File: src/rtl/rsa_modexp_core.sv
// Modular exponentiation msg^exp mod N using one shared bit-serial radix-2
// Montgomery multiplier; the exponent is scanned LSB-first and stops at its top set bit.
module rsa_modexp_core #(
  parameter int WIDTH     = 8,
  parameter int EXP_WIDTH = 8
) (
  input  logic                 clk,
  input  logic                 rst,
  input  logic                 start,
  input  logic [WIDTH-1:0]     msg,
  input  logic [EXP_WIDTH-1:0] exp,
  input  logic [WIDTH-1:0]     modulus,
  input  logic [WIDTH-1:0]     r2,
  output logic                 busy,
  output logic                 done,
  output logic                 err,
  output logic [WIDTH-1:0]     result
);
  localparam int TW = WIDTH + 2;
  localparam int SW = WIDTH + 3;
  localparam int CW = $clog2(WIDTH + 1);

  typedef enum logic [2:0] {IDLE, FAULT, PRE_X, PRE_A, MUL, SQR, POST, DONE} state_t;

  state_t state, state_nxt;

  logic [WIDTH-1:0]     x_q, a_q, n_q, r2_q;
  logic [EXP_WIDTH-1:0] e_sh, e_nxt;
  logic [TW-1:0]        t_q, t_step;
  logic [CW-1:0]        cnt;
  logic                 fault_q;

  logic [WIDTH-1:0] op_a, op_b, op_a_sh, mm_out;
  logic [SW-1:0]    sum_a, sum_n;
  logic [TW-1:0]    t_fin;
  logic             in_op, last, accept, busy_d, done_d;
  state_t           scan_st;

  // operand routing for the shared multiplier
  always_comb begin
    op_a = '0;
    op_b = '0;
    unique case (state)
      PRE_X:   begin op_a = x_q;                 op_b = r2_q; end
      PRE_A:   begin op_a = WIDTH'(1);           op_b = r2_q; end
      MUL:     begin op_a = a_q;                 op_b = x_q;  end
      SQR:     begin op_a = x_q;                 op_b = x_q;  end
      POST:    begin op_a = a_q;                 op_b = WIDTH'(1); end
      default: begin op_a = '0;                  op_b = '0;   end
    endcase
  end

  assign in_op   = (state == PRE_X) || (state == PRE_A) || (state == MUL) ||
                   (state == SQR) || (state == POST);
  assign last    = in_op && (cnt == CW'(WIDTH));
  assign accept  = (state == IDLE) && start;
  assign op_a_sh = op_a >> cnt;

  // one Montgomery step: add a[i]*b, make even with N, halve
  always_comb begin
    sum_a  = {1'b0, t_q} + (op_a_sh[0] ? {{(SW-WIDTH){1'b0}}, op_b} : '0);
    sum_n  = sum_a[0] ? sum_a + {{(SW-WIDTH){1'b0}}, n_q} : sum_a;
    t_step = sum_n[SW-1:1];
    t_fin  = (t_q >= {2'b00, n_q}) ? t_q - {2'b00, n_q} : t_q;
    mm_out = t_fin[WIDTH-1:0];
  end

  // SCAN is folded into the last cycle of PRE_A / SQR
  always_comb begin
    e_nxt   = (state == SQR) ? (e_sh >> 1) : e_sh;
    scan_st = (e_nxt == '0) ? POST : (e_nxt[0] ? MUL : SQR);
  end

  always_ff @(posedge clk) begin
    if (rst) state <= IDLE;
    else     state <= state_nxt;
  end

  always_comb begin
    state_nxt = state;
    unique case (state)
      IDLE:    if (start) state_nxt = modulus[0] ? PRE_X : FAULT;
      FAULT:   state_nxt = DONE;
      PRE_X:   if (last) state_nxt = PRE_A;
      PRE_A:   if (last) state_nxt = scan_st;
      MUL:     if (last) state_nxt = SQR;
      SQR:     if (last) state_nxt = scan_st;
      POST:    if (last) state_nxt = DONE;
      DONE:    state_nxt = IDLE;
      default: state_nxt = IDLE;
    endcase
  end

  always_comb begin
    busy_d = (state != IDLE) && (state != DONE);
    done_d = (state == DONE);
  end

  always_ff @(posedge clk) begin
    if (rst) begin
      x_q     <= '0;
      a_q     <= '0;
      n_q     <= '0;
      r2_q    <= '0;
      e_sh    <= '0;
      t_q     <= '0;
      cnt     <= '0;
      fault_q <= 1'b0;
      busy    <= 1'b0;
      done    <= 1'b0;
      err     <= 1'b0;
      result  <= '0;
    end else begin
      busy <= busy_d;
      done <= done_d;
      if (accept) begin
        x_q     <= msg;
        r2_q    <= r2;
        n_q     <= modulus;
        e_sh    <= exp;
        a_q     <= '0;
        t_q     <= '0;
        cnt     <= '0;
        fault_q <= ~modulus[0];
        err     <= 1'b0;
        result  <= '0;
      end
      if (in_op) begin
        if (last) begin
          t_q <= '0;
          cnt <= '0;
          if ((state == PRE_X) || (state == SQR)) x_q <= mm_out;
          else                                    a_q <= mm_out;
          if (state == SQR) e_sh <= e_sh >> 1;
        end else begin
          t_q <= t_step;
          cnt <= cnt + 1'b1;
        end
      end
      if (state == DONE) begin
        result <= fault_q ? '0 : a_q;
        err    <= fault_q;
      end
    end
  end

endmodule
File: config.mk
export PLATFORM = sky130hd
export DESIGN_NAME = rsa_modexp_core
export DESIGN_NICKNAME = d
export VERILOG_FILES = /design/src/rtl/rsa_modexp_core.sv
export SDC_FILE = /design/constraint.sdc
export NUM_CORES = 1
export LEC_CHECK = 0
export CAP_MARGIN = 10
export CORE_MARGIN = 5
export CORE_UTILIZATION = 48
export CTS_BUF_LIST = sky130_fd_sc_hd__clkbuf_16
export CTS_CLUSTER_DIAMETER = 40
export CTS_CLUSTER_SIZE = 28
export DETAILED_ROUTE_END_ITERATION = 16
export PLACE_DENSITY = 0.69
export SLEW_MARGIN = 15
export SYNTH_ARGS = -nofsm -noshare
export SYNTH_HDL_FRONTEND = slang
export SYNTH_SLANG_ARGS = --single-unit
File: constraint.sdc
create_clock -name clk -period 6.9 [get_ports clk]
set_input_delay 1.38 -clock clk [delete_from_list [all_inputs] [get_ports clk]]
set_output_delay 1.38 -clock clk [all_outputs]
set_load 0.1 [all_outputs]
==> out/results.ini <==
[grt]
grt_pass1_wl_mm=18.9
grt_pass1_vias=3739
grt_start_max_net_pins=54
grt.total_usage_pct=20.8
grt.overflow.total=0
antenna_found_initial=0

[clock_network]
cts_setup_buffers=0
cts.repair.resized=0
clockBufferDepth=2
cts-root-buf=clkbuf_16
cts.sink_count=69
ctsHoldBuffers=0
clk_pin_slew_ns=0.06
clk_latency_ns=0.33
cts_tree=built
htreeDepth=3
numCtsBuffers=9

[critical_path]
path_class=reg -> reg
cp_max_fo=22
arrival_ns=5.41
endpoint_kind=flop
cp-start-kind=flop
cp.required_ns=7.17

[job]
drv_cap=0

[detailed_routing]
drt-initial-drc-count=290
viasPerCell=5.93
dr.pass1.iters=5
wire_per_inst_um=16.8
drc=0
via_count=4006
wirelength_mm=11.3
postRouteAntennaNets=0

[sta]
relSlewSlack_pct=34.6
timing.fmax_ghz=0.195
hold_violations=0
setup_viol=0
fin_worst_skew_ns=0.00941
fin_ws_ns=1.77
grt_setup_unrepaired=no
worstMarginPinSlew_ns=0.977
tns_ns=0
finalCritPeriodShare_pct=74.4
min_period_ns=5.13
drv_slew=0

[floorplan]
rows=34
fp.coreArea_um2=8720
die_y_um=105
die_w_um=105
initial_core_util_pct=49.3
io_pins=46
dieArea_um2=10900

[logic_synthesis]
synth_top_cell_area_share_pct=32.1
synth_area_leaders=dfxtp_1 32%, nand2_1 7.4%, ha_1 7.3%, a21oi_1 5.9%, a22oi_1 4.9%
netlist_area_um2=4300
synth_largest_area_cell=dfxtp_1
yosysUniqueCellTypes=66
ys_ff_latch=69
syn_inst=529
synthArstFlopShare_pct=0
synthFlopType=dfxtp_1
yosys_warnings=0
synth_nets=592
ys_top_cells_by_count=85 x nand2_1, 69 x dfxtp_1, 51 x a21oi_1
synth_area_per_cell_um2=8.12
synth-edff-count=0
synth_seq_area_share_pct=32.1
synthMostInstantiatedCell=nand2_1

[final_layout]
nFillCells=800
fin_nets=626
drive_gt1_share_pct=8.27
area_growth_syn_to_layout_pct=18.2
n_antenna_cell=0

[worst_hold_path]
hold_class=reg -> reg

[placed_design]
portBuffers=45
dp_slack_ns=1.84
hpwl_mm=8.46
gp_congestion=0.880

[power]
p_leak_nw=1.88
total_power_mw=1.65
ir_worst_vdd_v=0.000209
power.density_nw_per_um2=324

[outcome]
outcome=complete, no violations

-- worst paths after layout --
kind / from / to / slack [ns] / cells past startpoint
max reg2reg: state[2] / t_q[8] / 1.77 / 17
min: e_sh[4] / e_sh[3] / 0.46 / 2
min reg2reg: e_sh[4] / e_sh[3] / 0.46 / 2
max: state[2] / t_q[8] / 1.77 / 17
-- layout by cell type (no fill, tap or decap), types with 4 or more instances in the layout --
cell type,instances
nand2_1,85
dfxtp_1,69
a21oi_1,51
nor2_1,44
clkdlybuf4s50_1,44
a22oi_1,28
ha_1,25
o21ai_0,21
o21ai_1,20
inv_1,17
xnor2_1,15
mux2i_1,14
clkbuf_16,9
nand3_1,8
a211oi_1,6
nand2b_1,5
nor2b_1,5
a22o_1,4
xor2_1,4
a21o_1,4
nor3_2,4
and2_1,4
a221oi_1,4
buf_4,4
-- cell families (layout without fill, tap and decap cells) --
logic type | after synthesis | after routing | share of synthesized area (%)
and+or+nand+nor | 181 | 181 | 19.5
AOI/OAI and AO/OA | 168 | 168 | 26.1
DFF | 69 | 69 | 32.1
buffers and inverters | 45 | 84 | 4.60
adders and majority gates | 28 | 28 | 8.68
xor gates and xnor gates | 19 | 19 | 3.87
muxes | 19 | 19 | 5.09
-- critical path, stage by stage (launching register included) --
cell and delay (ns):
dfxtp_1 0.79, and2b_1 0.47, a22oi_1 0.22, o21ai_0 0.11, mux4_2 0.52, o211ai_4 0.27
nor2_1 0.09, ha_1 0.23, fa_1 0.41, xor2_1 0.21, ha_1 0.37, nand4_1 0.14
a21bo_1 0.22, o21ai_1 0.21, nand3_1 0.11, a21o_1 0.17, or4_1 0.46, nand3_1 0.09
-- metrics by stage --
stage | utilization [%] | cells | area [µm²] | hold slack (ns)
floorplan | - | 529 | 4300 | 0.436
global placement | 54.8 | 660 | 4780 | 0.455
detailed placement | 54.8 | 660 | 4780 | 0.455
CTS | 58.3 | 676 | 5080 | 0.468
global route | 58.3 | 676 | 5080 | 0.487
finish | 58.3 | 676 | 5080 | 0.461
-- where the power goes --
group | switching (mW) | internal [mW]
registers | 0.0894 | 0.458
logic | 0.387 | 0.245
clock network | 0.185 | 0.282
total | 0.661 | 0.985
-- sequential cells by signal, summed over array words and instances, names as in the netlist --
signal and flops:
t_q 10, a_q 8, e_sh 8, n_q 8, r2_q 8, result 8
x_q 8, cnt 4, state 3, busy 1, done 1, err 1
fault_q 1
-- layout make-up --
class                   count  area, µm²  share of cell area, %
inverters                  19       71.3                   1.40
flip-flops and latches     69       1380                   27.2
clock inverters             7       73.8                   1.45
repair buffers             49        475                   9.36
clock buffers               9        225                   4.43
well taps                 108        135                   2.66
multi-input cells         415       2720                   53.5
-- metal layers --
layer / part of all wire [%] / up-vias / track usage, %
met4: 1.9 / 0 / 7.12
met3: 5.8 / 18 / 3.88
met1: 48 / 1868 / 29.8
met5: 0 / - / 0
met2: 44 / 149 / 31.6
li1: - / 1971 / -
(Power assumes the default switching activity.)
